===== config.mk =====
export PLATFORM = sky130hd
export DESIGN_NAME = mem_access_ctrl
export DESIGN_NICKNAME = d
export VERILOG_FILES = /design/src/rtl/mem_access_ctrl.sv
export SDC_FILE = /design/constraint.sdc
export NUM_CORES = 1
export LEC_CHECK = 0
export BUFFER_PORTS_ARGS = -buffer_cell sky130_fd_sc_hd__buf_2
export CAP_MARGIN = 20
export CORE_MARGIN = 3
export CORE_UTILIZATION = 43
export CTS_BUF_LIST = sky130_fd_sc_hd__clkbuf_4
export CTS_CLUSTER_DIAMETER = 80
export DETAILED_ROUTE_END_ITERATION = 7
export GPL_ROUTABILITY_DRIVEN = 1
export PLACE_DENSITY_LB_ADDON = 0.08
export SLEW_MARGIN = 20
export SYNTH_ARGS = -nofsm -noshare
export SYNTH_HDL_FRONTEND = slang
export SYNTH_SLANG_ARGS = --single-unit

===== constraint.sdc =====
create_clock -name clk_i -period 1.73 [get_ports clk_i]
set_input_delay 0.346 -clock clk_i [delete_from_list [all_inputs] [get_ports clk_i]]
set_output_delay 0.346 -clock clk_i [all_outputs]
set_load 0.01 [all_outputs]

===== src/rtl/mem_access_ctrl.sv =====
// Data-memory access controller for the MEM stage: holds the pipeline while one
// word access to a handshaked external memory completes, times out, or is rejected.
module mem_access_ctrl #(
   parameter int TIMEOUT = 15
) (
   input  logic        clk_i,
   input  logic        rst_i,
   input  logic        MemRead_i,
   input  logic        MemWrite_i,
   input  logic [31:0] addr_i,
   input  logic [31:0] wdata_i,
   input  logic        mem_ack_i,
   input  logic [31:0] mem_rdata_i,
   output logic        mem_req_o,
   output logic        mem_we_o,
   output logic [31:0] mem_addr_o,
   output logic [31:0] mem_wdata_o,
   output logic [31:0] rdata_o,
   output logic        stall_o,
   output logic        done_o,
   output logic        err_o
);

   typedef enum logic [1:0] {IDLE, ACCESS, DONE} state_t;

   state_t      state_q, state_d;
   logic [3:0]  cnt_q;
   logic        we_q;
   logic [31:0] addr_q, wdata_q, rdata_q;
   logic        err_q;

   logic req, misalign, timeout;

   assign req      = MemRead_i | MemWrite_i;
   assign misalign = addr_i[1:0] != 2'b00;
   assign timeout  = cnt_q == 4'(TIMEOUT - 1);

   always_ff @(posedge clk_i or negedge rst_i) begin
      if (!rst_i) state_q <= IDLE;
      else        state_q <= state_d;
   end

   // Outputs decode straight from the state so a reset drops them without a clock edge.
   always_comb begin
      state_d   = state_q;
      stall_o   = 1'b0;
      mem_req_o = 1'b0;
      mem_we_o  = 1'b0;
      done_o    = 1'b0;
      case (state_q)
         IDLE: begin
            stall_o = req;
            if (req) state_d = misalign ? DONE : ACCESS;
         end
         ACCESS: begin
            stall_o   = 1'b1;
            mem_req_o = 1'b1;
            mem_we_o  = we_q;
            if (mem_ack_i || timeout) state_d = DONE;
         end
         DONE: begin
            done_o  = 1'b1;
            state_d = IDLE;
         end
         default: state_d = IDLE;
      endcase
   end

   // A simultaneous read+write request is executed as a store but still flagged.
   always_ff @(posedge clk_i or negedge rst_i) begin
      if (!rst_i) begin
         cnt_q   <= '0;
         we_q    <= 1'b0;
         addr_q  <= '0;
         wdata_q <= '0;
         rdata_q <= '0;
         err_q   <= 1'b0;
      end else begin
         case (state_q)
            IDLE: if (req) begin
               if (MemRead_i && MemWrite_i) err_q <= 1'b1;
               if (misalign) begin
                  err_q <= 1'b1;
                  if (!MemWrite_i) rdata_q <= '0;
               end else begin
                  addr_q  <= addr_i;
                  wdata_q <= wdata_i;
                  we_q    <= MemWrite_i;
                  cnt_q   <= '0;
               end
            end
            ACCESS: begin
               cnt_q <= cnt_q + 4'd1;
               if (mem_ack_i) begin
                  if (!we_q) rdata_q <= mem_rdata_i;
               end else if (timeout) begin
                  err_q <= 1'b1;
                  if (!we_q) rdata_q <= '0;
               end
            end
            default: ;
         endcase
      end
   end

   assign mem_addr_o  = addr_q;
   assign mem_wdata_o = wdata_q;
   assign rdata_o     = rdata_q;
   assign err_o       = err_q;

endmodule


## After elaboration in Yosys (flattened, before gate mapping)

Cells that the tools add are included.

| word-level totals | value |
|---|---|
| output and inout port bits | 101 |
| register bits after elaboration | 104 |
| input port bits | 101 |
| word-level logic and storage cells | 58 |

| cells by class | value |
|---|---|
| multiplexer cells | 25 |
| eq/ne operators | 13 |
| $add $sub $neg | 1 |
| bitwise gates (word level) | 2 |
| reduce and logical (&&, ||, !) cells | 10 |

Operators by type and width:

| operator | number |
|---|---|
| 32-bit two-way mux | 7 |
| 32-bit case mux with 2 select lines | 1 |
| 2-bit != test (second input constant) | 8 |
| 1-bit two-way mux | 8 |
| 4-bit two-way mux | 2 |
| 4-bit case mux with 2 select lines | 1 |
| 2-bit two-way mux | 3 |
| 3-bit != test (second input constant) | 2 |
| 3-bit AND reduction | 2 |
| 6-bit AND reduction | 1 |
| 5-bit AND reduction | 1 |
| 4-bit by 1-bit adder with 4-bit output (second input constant) | 1 |
| 4-bit equality test (second input constant) | 1 |
| 1-bit case mux with 2 select lines | 2 |
| 2-bit case mux with 2 select lines | 1 |
| 2-bit nonzero test | 2 |
| 2-bit by 1-bit equality test with 1-bit output (second input constant) | 1 |
| 2-bit equality test (second input constant) | 1 |
| 2-bit zero test | 1 |
| 2-bit AND reduction | 1 |
| 1-bit logical AND | 1 |
| 1-bit logical OR | 1 |
| 1-bit NOT | 1 |
| 1-bit bitwise OR | 1 |

## Depth between registers and ports, before layout

Gate-level depths: netlist of the first run.

| logic depth | value |
|---|---|
| word-level depth | 5 |
| depth in mapped cells | 7 |
| gate-level depth less buffers | 6 |

## Worst setup path before layout of the first run

No wires, ideal clock.

| path | value |
|---|---|
| kind | register to register |
| start point | register cnt_q[0] |
| end point | register rdata_q[10] (netlist: rdata_o[10]) |
| setup time | 0.118 ns |
| cell stages (with the launch flop) | 8 |
| setup slack | 0.006 ns |
| path buffers | 1 |
| data arrival time | 1.606 ns |
| data required time | 1.612 ns |
| period minus slack after synthesis | 1.724 ns |
| cells stage by stage | dfrtp_1 -> inv_1 -> ha_1 -> nand3_1 -> a221oi_4 -> nand2_4 -> buf_6 -> a21o_1 |

| between the ends | value |
|---|---|
| word-level cells in the longest chain between the ends | 3 |

RTL lines:

| item | line | source |
|---|---|---|
| start: declaration | 27 | `logic [3:0] cnt_q;` |
| start signal: assignment | 93 | `cnt_q <= cnt_q + 4'd1;` |
| 4-bit equality test | 36 | `assign timeout = cnt_q == 4'(TIMEOUT - 1);` |
| 3-bit != test (no source line) | -- |  |
| 6-bit AND reduction (no source line) | -- |  |
| end signal: assignment | 95 | `if (!we_q) rdata_q <= mem_rdata_i;` |
| end: declaration | 29 | `logic [31:0] addr_q, wdata_q, rdata_q;` |

No other way between the ends.
A chain may end at the register's enable or synchronous reset.

## Worst setup path after layout of the first run

| path | value |
|---|---|
| start point | register state_q[0] |
| end point | output port mem_we_o |

| between the ends | value |
|---|---|
| word-level cells in the longest chain between the ends | 2 |

RTL lines:

| item | line | source |
|---|---|---|
| start: declaration | 26 | `state_t state_q, state_d;` |
| start signal: assignment | 40 | `else state_q <= state_d;` |
| 2-bit by 1-bit equality test with 1-bit output | 50 | `case (state_q)` |
| 1-bit two-way mux | 50 |  |
| end: declaration | 15 | `output logic mem_we_o,` |

No other way between the ends.

==> load_flow_metrics.sql, run 1 <==
INSERT INTO impl_metrics (metric_group, metric, value, unit) VALUES
('final_layout', 'finalNonFillerCells', '640', ''),
('sta', 'setup_viol', '2', ''),
('cts', 'cts_htree_levels', '3', ''),
('final_layout', 'antenna_cells_inserted', '0', ''),
('drt', 'via_count', '3178', ''),
('drt', 'detail_route.drc_violations', '0', ''),
('sta', 'tightestPinTransition', '0.364', 'ns'),
('drt', 'routedWlPerCell', '15.7', 'um'),
('cts', 'path_clk_slew', '0.16', 'ns'),
('run', 'cap_violations', '0', ''),
('yosys', 'synth-seq-cells', '104', ''),
('cts', 'worst_skew_pair.late_latency', '0.43', 'ns'),
('worst_setup_path', 'cp-start-kind', 'register', ''),
('yosys', 'synthFlopType', 'sky130_fd_sc_hd__dfrtp_1', ''),
('sta', 'fin_skew', '0.0192', 'ns'),
('yosys', 'syn_area_per_cell', '14.7', 'um^2'),
('status', 'violations', 'negative setup slack', ''),
('floorplan', 'rows', '35', ''),
('floorplan', 'fp.coreArea', '9460', 'um^2'),
('worst_setup_path', 'timing_worst_setup_path_type', 'reg2out', ''),
('cts', 'clockRootBuffer', 'sky130_fd_sc_hd__clkbuf_4', ''),
('final_layout', 'final_net_count', '610', ''),
('placed_design', 'dpl_worst_slack', '-0.0870', 'ns'),
('placed_design', 'routabilityCongestion', '0.776', ''),
('placed_design', 'detailed_place_hpwl', '7180', 'um'),
('pwr', 'leakagePower', '3.24', 'nW'),
('floorplan', 'dieWidth', '106', 'um'),
('pwr', 'irDropWorstVdd', '0.661', 'mV'),
('yosys', 'post-synth-top-count-cell', 'sky130_fd_sc_hd__dfrtp_1', ''),
('final_layout', 'multiInputGateArea', '1560', 'um^2'),
('drt', 'count_of_tritonroute_iterations_in_the_first_routing_pass', '4', ''),
('worst_setup_path', 'timing.critical_path.slowest_stage_cell', 'sky130_fd_sc_hd__dfrtp_1', ''),
('cts', 'cts.sinks', '104', ''),
('pwr', 'power_density', '1250', 'nW/um^2'),
('yosys', 'synthArstFlopShare', '100', '%'),
('yosys', 'edff_count_synth', '0', ''),
('global_routing', 'grt_max_degree', '51', ''),
('yosys', 'synth_nets', '396', ''),
('sta', 'timing_max_transition_violations_final', '0', ''),
('yosys', 'synth_largest_area_cell', 'sky130_fd_sc_hd__dfrtp_1', ''),
('worst_setup_path', 'arrival', '1.39', 'ns'),
('global_routing', 'grt_pass1_vias', '3187', ''),
('worst_setup_path', 'crit_path_end_kind', 'primary output', ''),
('sta', 'timing_hold_violations_final', '0', ''),
('min_path', 'timing.hold.worst.class', 'in2reg', ''),
('status', 'outcome', 'finished, violations left', ''),
('yosys', 'ys_seq_area_share', '60.6', '%'),
('sta', 'period_needed', '1.74', 'ns'),
('drt', 'routed_wl', '10100', 'um'),
('sta', 'post-route-worst-setup-slack', '-0.00912', 'ns'),
('yosys', 'post_synthesis_cell_area', '4290', 'um^2'),
('worst_setup_path', 'critical_path_cell_sequence', 'and2b_2 -> and2_4 -> buf_6', ''),
('final_layout', 'syn2layout_area_growth', '35.0', '%'),
('yosys', 'synth-warning-count', '0', ''),
('drt', 'detail-route-antenna-nets', '0', ''),
('drt', 'route.detailed.vias_per_inst', '4.97', ''),
('placed_design', 'portBuffers', '201', ''),
('sta', 'unrepaired_setup_endpoints_after_global_routing', 'true', ''),
('sta', 'worst_hold_slack', '0.128', 'ns'),
('worst_setup_path', 'crit_path_max_fanout', '5', ''),
('drt', 'detail_route.iter0.violations', '92', ''),
('final_layout', 'fillerInstances', '831', ''),
('global_routing', 'initial_antenna_violation_count', '0', ''),
('global_routing', 'grt.total_usage', '17.3', '%'),
('floorplan', 'die_height', '106', 'um'),
('yosys', 'synth.top_cells.by_count', 'sky130_fd_sc_hd__dfrtp_1 (104), sky130_fd_sc_hd__mux2_2 (59), sky130_fd_sc_hd__a21o_1 (30), sky130_fd_sc_hd__and4_1 (29), sky130_fd_sc_hd__buf_6 (10)', ''),
('final_layout', 'regArea', '2600', 'um^2'),
('cts', 'tritoncts_clock_tree', 'yes', ''),
('cts', 'numCtsBuffers', '9', ''),
('global_routing', 'grt_first_pass_wirelength', '15500', 'um'),
('floorplan', 'die_area', '11200', 'um^2');
==> where the power goes <==
part | internal [W] | switching, W
clock network | 0.000575 | 0.000761
logic | 0.00128 | 0.00118
registers | 0.00312 | 0.000341
==> final timing paths <==
check                             from             end  slack [ns]  depth (start not counted)
hold reg to reg            rdata_o[16]     rdata_o[16]        0.49                          1
max in group asynchronous        rst_i   mem_addr_o[4]        0.92                          3
setup / recovery            state_q[0]        mem_we_o      -0.009                          3
min in group asynchronous        rst_i     rdata_o[18]        0.27                          2
setup reg to reg              cnt_q[0]      rdata_o[1]           0                          8
hold / removal              addr_i[23]  mem_addr_o[23]        0.13                          2
==> area by class of cell <==
class                           count  area share (%)
Inverter                            5           0.324
Timing Repair Buffer              224            22.5
Tap cell                          129            2.78
Multi-Input combinational cell    163            26.8
Clock inverter                      6            1.47
Sequential cell                   104            44.9
Clock buffer                        9            1.17
==> logic make-up after synthesis <==
group	synth area share [%]
flip-flops	60.6
multiplexers	16.8
adder cells (fa/ha/maj)	0.816
AND/OR/NAND/NOR	9.64
buffers and inverters	4.17
AO/OA/AOI/OAI	8.01
==> critical path: cells and delay by family (launching register included) <==
kind | cells | cell delay (ns)
flops | 1 | 0.46
simple gates | 2 | 0.39
buf+inv | 1 | 0.11
==> per-stage QoR <==
stage          instance area (um^2)  util, %
2_1_floorplan                  4290        -
3_3_place_gp                   5520     58.3
3_5_place_dp                   5520     58.3
4_1_cts                        5740     60.7
5_1_grt                        5800     61.3
6_report                       5800     61.3
==> sequential cells by signal, summed over array words and instances (netlist names) <==
name / cells
we_q: 1
rdata_o: 32
mem_wdata_o: 32
err_o: 1
mem_addr_o: 32
cnt_q: 4
state_q: 2
==> per-layer routing <==
metal / global-route usage [%] / wire length [um]
met1: 22.4 / 4320
met2: 27.8 / 4730
met3: 5.89 / 899
met4: 4.72 / 110
met5: 0 / 0
==> repair_timing <==
action | 4_1_cts | 5_1_grt
endpoints found under the setup margin | 33 | 35
buffers inserted | 4 | 1
cloned | 0 | 1
hold buffers | 1 | 0
hold endpoints to repair | 87 | 0
gates resized for setup | 6 | 6
pin swaps | 2 | 1
==> cell usage in the layout (no fill, tap or decap), drive strengths merged, types with 2 or more instances in the layout <==
| cell type | count |
|---|---|
| nand3 | 3 |
| dfrtp | 104 |
| mux2 | 63 |
| and2 | 4 |
| clkinv | 3 |
| clkbuf | 10 |
| inv | 5 |
| bufinv | 2 |
| and4 | 32 |
| nor2 | 4 |
| buf | 222 |
| o21ai | 4 |
| a21o | 32 |
| and2b | 2 |
| nand2 | 3 |
| ha | 2 |
(Power assumes the default switching activity.)
==> run 2: changes to the inputs <==
ABC_AREA = 1   (was unset)
CORE_UTILIZATION = 44   (was 43)
SKIP_CTS_REPAIR_TIMING = 1   (was unset)
==> run 2 against run 1 <==
The flow now finishes without violations. Core utilization fell by 2.1 points. Sequential share of layout area decreased by 0.77 points. Synthesized area is 7.0% higher. Clock-buffer cell count grew 3. Critical path type unchanged. Critical endpoint unchanged.
==> load_flow_metrics.sql, run 2 <==
INSERT INTO impl_metrics (metric_group, metric, value, unit) VALUES
('status', 'outcome', 'complete, no violations', ''),
('drt', 'route.detailed.vias_per_inst', '4.87', ''),
('yosys', 'post-synth-top-count-cell', 'sky130_fd_sc_hd__nand2_1', ''),
('placed_design', 'place_inst', '856', ''),
('sta', 'timing.slew.headroom', '76.6', '%'),
('floorplan', 'rows', '36', ''),
('worst_setup_path', 'timing.critical_path.depth', '4', ''),
('worst_setup_path', 'worst_r2r_path_depth', '8', ''),
('sta', 'timing_hold_violations_final', '0', ''),
('floorplan', 'starting_density', '46.2', '%'),
('sta', 'worst_hold_slack', '0.115', 'ns'),
('yosys', 'synth_largest_area_cell', 'sky130_fd_sc_hd__dfrtp_1', ''),
('drt', 'count_of_tritonroute_iterations_in_the_first_routing_pass', '4', ''),
('yosys', 'synth-seq-cells', '104', ''),
('worst_setup_path', 'cp-start-kind', 'register', ''),
('worst_setup_path', 'worstPathRequired', '1.38', 'ns'),
('sta', 'period_needed', '1.63', 'ns'),
('sta', 'min_period_over_period', '94.2', '%'),
('cts', 'cts_htree_levels', '3', ''),
('sta', 'timing_max_transition_violations_final', '0', ''),
('worst_setup_path', 'critical-path-max-stage-delay', '0.45', 'ns'),
('pwr', 'leakagePower', '3.50', 'nW'),
('yosys', 'synth_nets', '651', ''),
('yosys', 'synth-warning-count', '0', ''),
('cts', 'cts.sinks', '104', ''),
('cts', 'tritoncts_clock_tree', 'yes', ''),
('yosys', 'synth.top_cells.by_count', 'sky130_fd_sc_hd__nand2_1 (235), sky130_fd_sc_hd__dfrtp_1 (104), sky130_fd_sc_hd__nand3_1 (68), sky130_fd_sc_hd__nor2_1 (36), sky130_fd_sc_hd__nand4_1 (32)', ''),
('sta', 'max_freq', '614', 'MHz'),
('floorplan', 'boundaryPins', '202', ''),
('min_path', 'timing.hold.worst_path_depth', '3', ''),
('pwr', 'p_total', '0.00811', 'W'),
('sta', 'fin_skew', '0.0166', 'ns'),
('yosys', 'syn_area_per_cell', '8.39', 'um^2'),
('cts', 'cts_max_path_buffers', '2', ''),
('yosys', 'yosysTopAreaCellShare', '56.6', '%'),
('drt', 'detail_route.iter0.violations', '277', ''),
('floorplan', 'dieWidth', '108', 'um'),
('yosys', 'synth.lib_cells_used.distinct', '22', ''),
('sta', 'setup_viol', '0', ''),
('pwr', 'irDropWorstVdd', '0.783', 'mV'),
('drt', 'routedWlPerCell', '13.8', 'um'),
('placed_design', 'postPlaceCellArea', '5720', 'um^2'),
('final_layout', 'finalNonFillerCells', '876', ''),
('worst_setup_path', 'critical_path.n_buffers_inverters', '3', ''),
('worst_setup_path', 'crit_path_end_kind', 'primary output', ''),
('global_routing', 'grt.total_usage', '20.7', '%'),
('global_routing', 'grt_first_pass_wirelength', '19400', 'um'),
('global_routing', 'grt_pass1_vias', '3940', ''),
('yosys', 'post_synthesis_cell_area', '4600', 'um^2'),
('worst_setup_path', 'arrival', '1.28', 'ns'),
('cts', 'clockRootBuffer', 'sky130_fd_sc_hd__clkbuf_4', ''),
('sta', 'setup_tns', '0', 'ns'),
('worst_setup_path', 'crit_path_max_fanout', '6', ''),
('sta', 'tightestPinTransition', '0.351', 'ns'),
('final_layout', 'layout-drive-gt1-share', '32.6', '%'),
('cts', 'path_clk_slew', '0.16', 'ns'),
('final_layout', 'final_net_count', '841', ''),
('drt', 'detail_route.drc_violations', '0', ''),
('worst_setup_path', 'critical_path_cell_sequence', 'inv_2 -> nand3_2 -> inv_1 -> buf_2', ''),
('final_layout', 'layout.cell_area.non_filler', '5890', 'um^2'),
('drt', 'detail-route-antenna-nets', '0', ''),
('final_layout', 'fillerInstances', '932', ''),
('global_routing', 'grt_max_degree', '69', ''),
('global_routing', 'initial_antenna_violation_count', '0', ''),
('drt', 'via_count', '4264', ''),
('yosys', 'edff_count_synth', '0', ''),
('global_routing', 'grt-ovfl-total', '0', ''),
('placed_design', 'routabilityCongestion', '0.814', ''),
('floorplan', 'die_area', '11700', 'um^2'),
('worst_setup_path', 'timing.critical_path.slowest_stage_cell', 'sky130_fd_sc_hd__dfrtp_1', ''),
('final_layout', 'layout.cells.most_common', 'sky130_fd_sc_hd__nand2_1', ''),
('cts', 'worst_skew_pair.late_latency', '0.44', 'ns'),
('yosys', 'synthArstFlopShare', '100', '%'),
('floorplan', 'die_height', '108', 'um'),
('worst_setup_path', 'worst_path_dominant_cell_family', 'flip-flops', ''),
('final_layout', 'syn2layout_area_growth', '28.3', '%'),
('cts', 'numCtsBuffers', '9', ''),
('pwr', 'power_density', '1380', 'nW/um^2'),
('placed_design', 'portBuffers', '201', ''),
('yosys', 'ys_seq_area_share', '56.6', '%'),
('drt', 'routed_wl', '12100', 'um'),
('yosys', 'synth_cells', '548', ''),
('run', 'cap_violations', '0', ''),
('worst_setup_path', 'timing_worst_setup_path_type', 'reg2out', ''),
('floorplan', 'fp.coreArea', '9950', 'um^2'),
('final_layout', 'antenna_cells_inserted', '0', ''),
('placed_design', 'detailed_place_hpwl', '8190', 'um'),
('min_path', 'timing.hold.worst.class', 'in2reg', ''),
('yosys', 'yosys-top-cells-area', 'sky130_fd_sc_hd__dfrtp_1 (57%), sky130_fd_sc_hd__nand2_1 (19%), sky130_fd_sc_hd__nand3_1 (7.4%), sky130_fd_sc_hd__nand4_1 (4.4%), sky130_fd_sc_hd__nor2_1 (2.9%)', ''),
('final_layout', 'layout.cells.most_common_list', 'sky130_fd_sc_hd__nand2_1 (233), sky130_fd_sc_hd__buf_2 (200), sky130_fd_sc_hd__dfrtp_1 (104), sky130_fd_sc_hd__nand3_1 (67), sky130_fd_sc_hd__nor2_1 (36)', ''),
('yosys', 'synthFlopType', 'sky130_fd_sc_hd__dfrtp_1', '');
## run 2: cell count changes after synthesis, sizes merged, moves of 2 or more
cell    delta
and2       -3
and2b      -2
mux2      -63
nand3     +66
a21o      -32
nand4     +32
nor2      +35
inv       +10
nand2    +233
and4      -32
clkbuf     +4
buf       +14
## run 2: path summary, 6_finish.rpt
check | slack, ns | to | startpoint
worst max-delay path | 0.10 | mem_we_o | state_q[1]
worst min-delay path | 0.12 | mem_addr_o[3] | addr_i[3]
worst max register to register | 0.17 | rdata_o[15] | state_q[1]
worst min register to register | 0.48 | mem_wdata_o[13] | mem_wdata_o[13]
max in group asynchronous | 1.03 | cnt_q[0] | rst_i
min in group asynchronous | 0.41 | rdata_o[30] | rst_i
## run 2: logic make-up (layout without fill, tap and decap cells)
| group | after synthesis | count (layout) | share of synthesized area (%) |
|---|---|---|---|
| fa+ha+maj | 2 | 2 | 0.544 |
| xor+xnor | 1 | 1 | 0.191 |
| compound gates | 7 | 7 | 0.817 |
| simple gates | 379 | 379 | 35.6 |
| buf+inv | 55 | 250 | 6.24 |
| flops | 104 | 104 | 56.6 |
## run 2: area by class of cell
cell class / count / area [um^2] / share of cell area (%)
flip-flops and latches: 104 / 2600 / 44.2
multi-input cells: 389 / 1720 / 29.1
repair buffers: 218 / 1210 / 20.6
well taps: 133 / 166 / 2.82
clock buffers: 12 / 90.1 / 1.53
inverters: 16 / 60.1 / 1.02
clock inverters: 4 / 45.0 / 0.764
## run 2: worst reg2reg max path, cell delays in order (launching register included)
cell and delay (ns):
sky130_fd_sc_hd__dfrtp_1 0.45, sky130_fd_sc_hd__inv_2 0.13, sky130_fd_sc_hd__nand2_1 0.10, sky130_fd_sc_hd__nor2_4 0.22, sky130_fd_sc_hd__nor2_4 0.06, sky130_fd_sc_hd__nand3_2 0.05
sky130_fd_sc_hd__buf_4 0.31, sky130_fd_sc_hd__nand2_1 0.10, sky130_fd_sc_hd__nand2_1 0.07
## run 2: where the power goes
| part | switching [W] | total (W) | internal, W |
|---|---|---|---|
| registers | 0.000467 | 0.00375 | 0.00328 |
| clock network | 0.000783 | 0.00127 | 0.000483 |
| logic | 0.00189 | 0.00309 | 0.00121 |
## run 2: routing by layer
metal  global-route usage (%)  wire length (um)  part of all wire, %  vias to the layer above
li1                         -                 -                    -                     2125
met1                     27.8              5120                   42                     1957
met2                     32.8              5730                   47                      163
met3                     5.07              1040                  8.6                       19
met4                     7.57               230                  1.9                        0
met5                        0                 0                    0                        -
## run 2: stage by stage
stage	setup slack [ns]	util (%)
after floorplan	0.359	-
after global placement	0.280	57.5
after detailed placement	0.237	57.5
after CTS	-0.0385	58.8
after global routing	-0.0201	59.2
final	0.100	59.2
==> run 3: changes to the inputs <==
BUFFER_PORTS_ARGS = -buffer_cell sky130_fd_sc_hd__buf_4   (was -buffer_cell sky130_fd_sc_hd__buf_2)
==> run 3 against run 2 <==
Clock skew rose by 0.0052 ns. Routed wire length rose by 3.8%. Cell count fell by 0.11%. Worst hold slack got worse by 0.0087 ns. Clock power fell by 4%. Sequential cell count did not move. Critical path type unchanged. Critical endpoint is now stall_o. Highest routed layer unchanged.
==> load_flow_metrics.sql, run 3 (same netlist as run 2, synthesis figures left out) <==
INSERT INTO impl_metrics (metric_group, metric, value, unit) VALUES
('status', 'outcome', 'complete, no violations', ''),
('worst_setup_path', 'timing_worst_setup_path_type', 'reg2out', ''),
('cts', 'numCtsBuffers', '9', ''),
('drt', 'detail_route.drc_violations', '0', ''),
('worst_setup_path', 'crit_path_end_kind', 'primary output', ''),
('floorplan', 'boundaryPins', '202', ''),
('sta', 'setup_viol', '0', ''),
('drt', 'route.detailed.vias_per_inst', '4.92', ''),
('worst_setup_path', 'setup.worst_path.end', 'stall_o', ''),
('global_routing', 'grt-ovfl-total', '0', ''),
('sta', 'tightestPinTransition', '0.364', 'ns'),
('floorplan', 'fp.coreArea', '9950', 'um^2'),
('drt', 'via_count', '4305', ''),
('final_layout', 'final_net_count', '841', ''),
('sta', 'max_freq', '597', 'MHz'),
('placed_design', 'routabilityCongestion', '0.806', ''),
('worst_setup_path', 'worstPathRequired', '1.38', 'ns'),
('final_layout', 'fillerInstances', '911', ''),
('final_layout', 'layout.cells.most_common_list', 'sky130_fd_sc_hd__nand2_1 (233), sky130_fd_sc_hd__buf_4 (212), sky130_fd_sc_hd__dfrtp_1 (104), sky130_fd_sc_hd__nand3_1 (67), sky130_fd_sc_hd__nor2_1 (36)', ''),
('pwr', 'leakagePower', '3.61', 'nW'),
('sta', 'timing_max_transition_violations_final', '0', ''),
('sta', 'period_needed', '1.67', 'ns'),
('sta', 'min_period_over_period', '96.7', '%'),
('floorplan', 'starting_density', '46.2', '%'),
('cts', 'worst_skew_pair.late_latency', '0.45', 'ns'),
('run', 'cap_violations', '0', ''),
('global_routing', 'grt.total_usage', '21.0', '%'),
('drt', 'detail_route.iter0.violations', '213', ''),
('cts', 'path_clk_slew', '0.17', 'ns'),
('global_routing', 'grt_first_pass_wirelength', '19700', 'um'),
('sta', 'setup_tns', '0', 'ns'),
('cts', 'cts_max_path_buffers', '2', ''),
('sta', 'fin_skew', '0.0218', 'ns'),
('worst_setup_path', 'worst_r2r_endpoint', 'rdata_o[11]', ''),
('final_layout', 'syn2layout_area_growth', '38.6', '%'),
('pwr', 'irDropWorstVdd', '0.753', 'mV'),
('sta', 'timing.slew.headroom', '75.7', '%'),
('placed_design', 'portBuffers', '201', ''),
('worst_setup_path', 'cp-start-kind', 'register', ''),
('pwr', 'p_total', '0.00863', 'W'),
('placed_design', 'place_inst', '857', ''),
('floorplan', 'die_area', '11700', 'um^2'),
('min_path', 'timing.hold.worst.class', 'in2reg', ''),
('worst_setup_path', 'regToRegStartpoint', 'state_q[0]', ''),
('placed_design', 'dpl_worst_slack', '0.220', 'ns'),
('worst_setup_path', 'startpoint', 'state_q[0]', ''),
('final_layout', 'antenna_cells_inserted', '0', ''),
('cts', 'cts_htree_levels', '3', ''),
('final_layout', 'finalNonFillerCells', '875', ''),
('sta', 'timing_hold_violations_final', '0', ''),
('placed_design', 'detailed_place_hpwl', '8660', 'um'),
('cts', 'tritoncts_clock_tree', 'yes', ''),
('pwr', 'power_density', '1360', 'nW/um^2'),
('global_routing', 'initial_antenna_violation_count', '0', ''),
('global_routing', 'grt_max_degree', '69', ''),
('drt', 'routedWlPerCell', '14.4', 'um'),
('cts', 'cts.sinks', '104', ''),
('worst_setup_path', 'crit_path_max_fanout', '4', ''),
('drt', 'detail-route-antenna-nets', '0', ''),
('floorplan', 'die_height', '108', 'um'),
('drt', 'count_of_tritonroute_iterations_in_the_first_routing_pass', '4', ''),
('sta', 'post-route-worst-setup-slack', '0.0563', 'ns'),
('drt', 'routed_wl', '12600', 'um'),
('floorplan', 'dieWidth', '108', 'um'),
('floorplan', 'rows', '36', ''),
('final_layout', 'layout.cells.most_common', 'sky130_fd_sc_hd__nand2_1', ''),
('final_layout', 'layout-drive-gt1-share', '32.7', '%'),
('worst_setup_path', 'worst_r2r_path_depth', '9', ''),
('worst_setup_path', 'r2r_slack', '0.07', 'ns'),
('cts', 'clockRootBuffer', 'sky130_fd_sc_hd__clkbuf_4', ''),
('global_routing', 'grt_pass1_vias', '3974', ''),
('worst_setup_path', 'arrival', '1.33', 'ns'),
('sta', 'unrepaired_setup_endpoints_after_global_routing', 'true', '');
-- run 3: metrics by stage --
step | util [%] | area, um^2 | hold slack (ns)
after floorplan | - | 4600 | 0.0504
after global placement | 62.3 | 6200 | 0.283
after detailed placement | 62.3 | 6200 | 0.286
after CTS | 63.6 | 6330 | -0.232
after global routing | 64.0 | 6370 | 0.0894
final | 64.0 | 6370 | 0.106
-- run 3: layout make-up --
cell class              count  area (um^2)  share of cell area, %
well taps                 133          166                   2.61
repair buffers            218         1690                   26.6
flip-flops and latches    104         2600                   40.9
clock buffers               9         67.6                   1.06
multi-input cells         389         1720                   27.0
clock inverters             6         61.3                  0.963
inverters                  16         60.1                  0.943
-- run 3: worst min path at each step --
stage | startpoint | endpoint | slack, ns | cells after the start
CTS | rst_i | rdata_o[5] | -0.23 | 1
detailed placement | rst_i | rdata_o[29] | 0.29 | 1
global route | wdata_i[30] | mem_wdata_o[30] | 0.09 | 3
floorplan | rst_i | cnt_q[0] | 0.05 | 0
global placement | rst_i | rdata_o[29] | 0.28 | 1
finish | wdata_i[25] | mem_wdata_o[25] | 0.11 | 3
-- run 3: where the power goes --
part	switching, W	internal (W)	total, W
logic	0.00193	0.00169	0.00362
clock network	0.000788	0.000429	0.00122
registers	0.000514	0.00328	0.00380
-- run 3: critical path: stages (launching register included) --
cell,delay (ns)
sky130_fd_sc_hd__dfrtp_1,0.45
sky130_fd_sc_hd__inv_2,0.12
sky130_fd_sc_hd__nand2_1,0.07
sky130_fd_sc_hd__nand2_2,0.06
sky130_fd_sc_hd__inv_1,0.04
sky130_fd_sc_hd__buf_4,0.13
-- run 3: routing by layer --
layer / routed length, um / share of wire [%] / track usage, % / up-vias
li1: - / - / - / 2131
met1: 5220 / 41 / 28.3 / 1990
met2: 5990 / 48 / 32.7 / 166
met3: 1150 / 9.1 / 6.21 / 18
met4: 229 / 1.8 / 7.21 / 0
met5: 0 / 0 / 0 / -
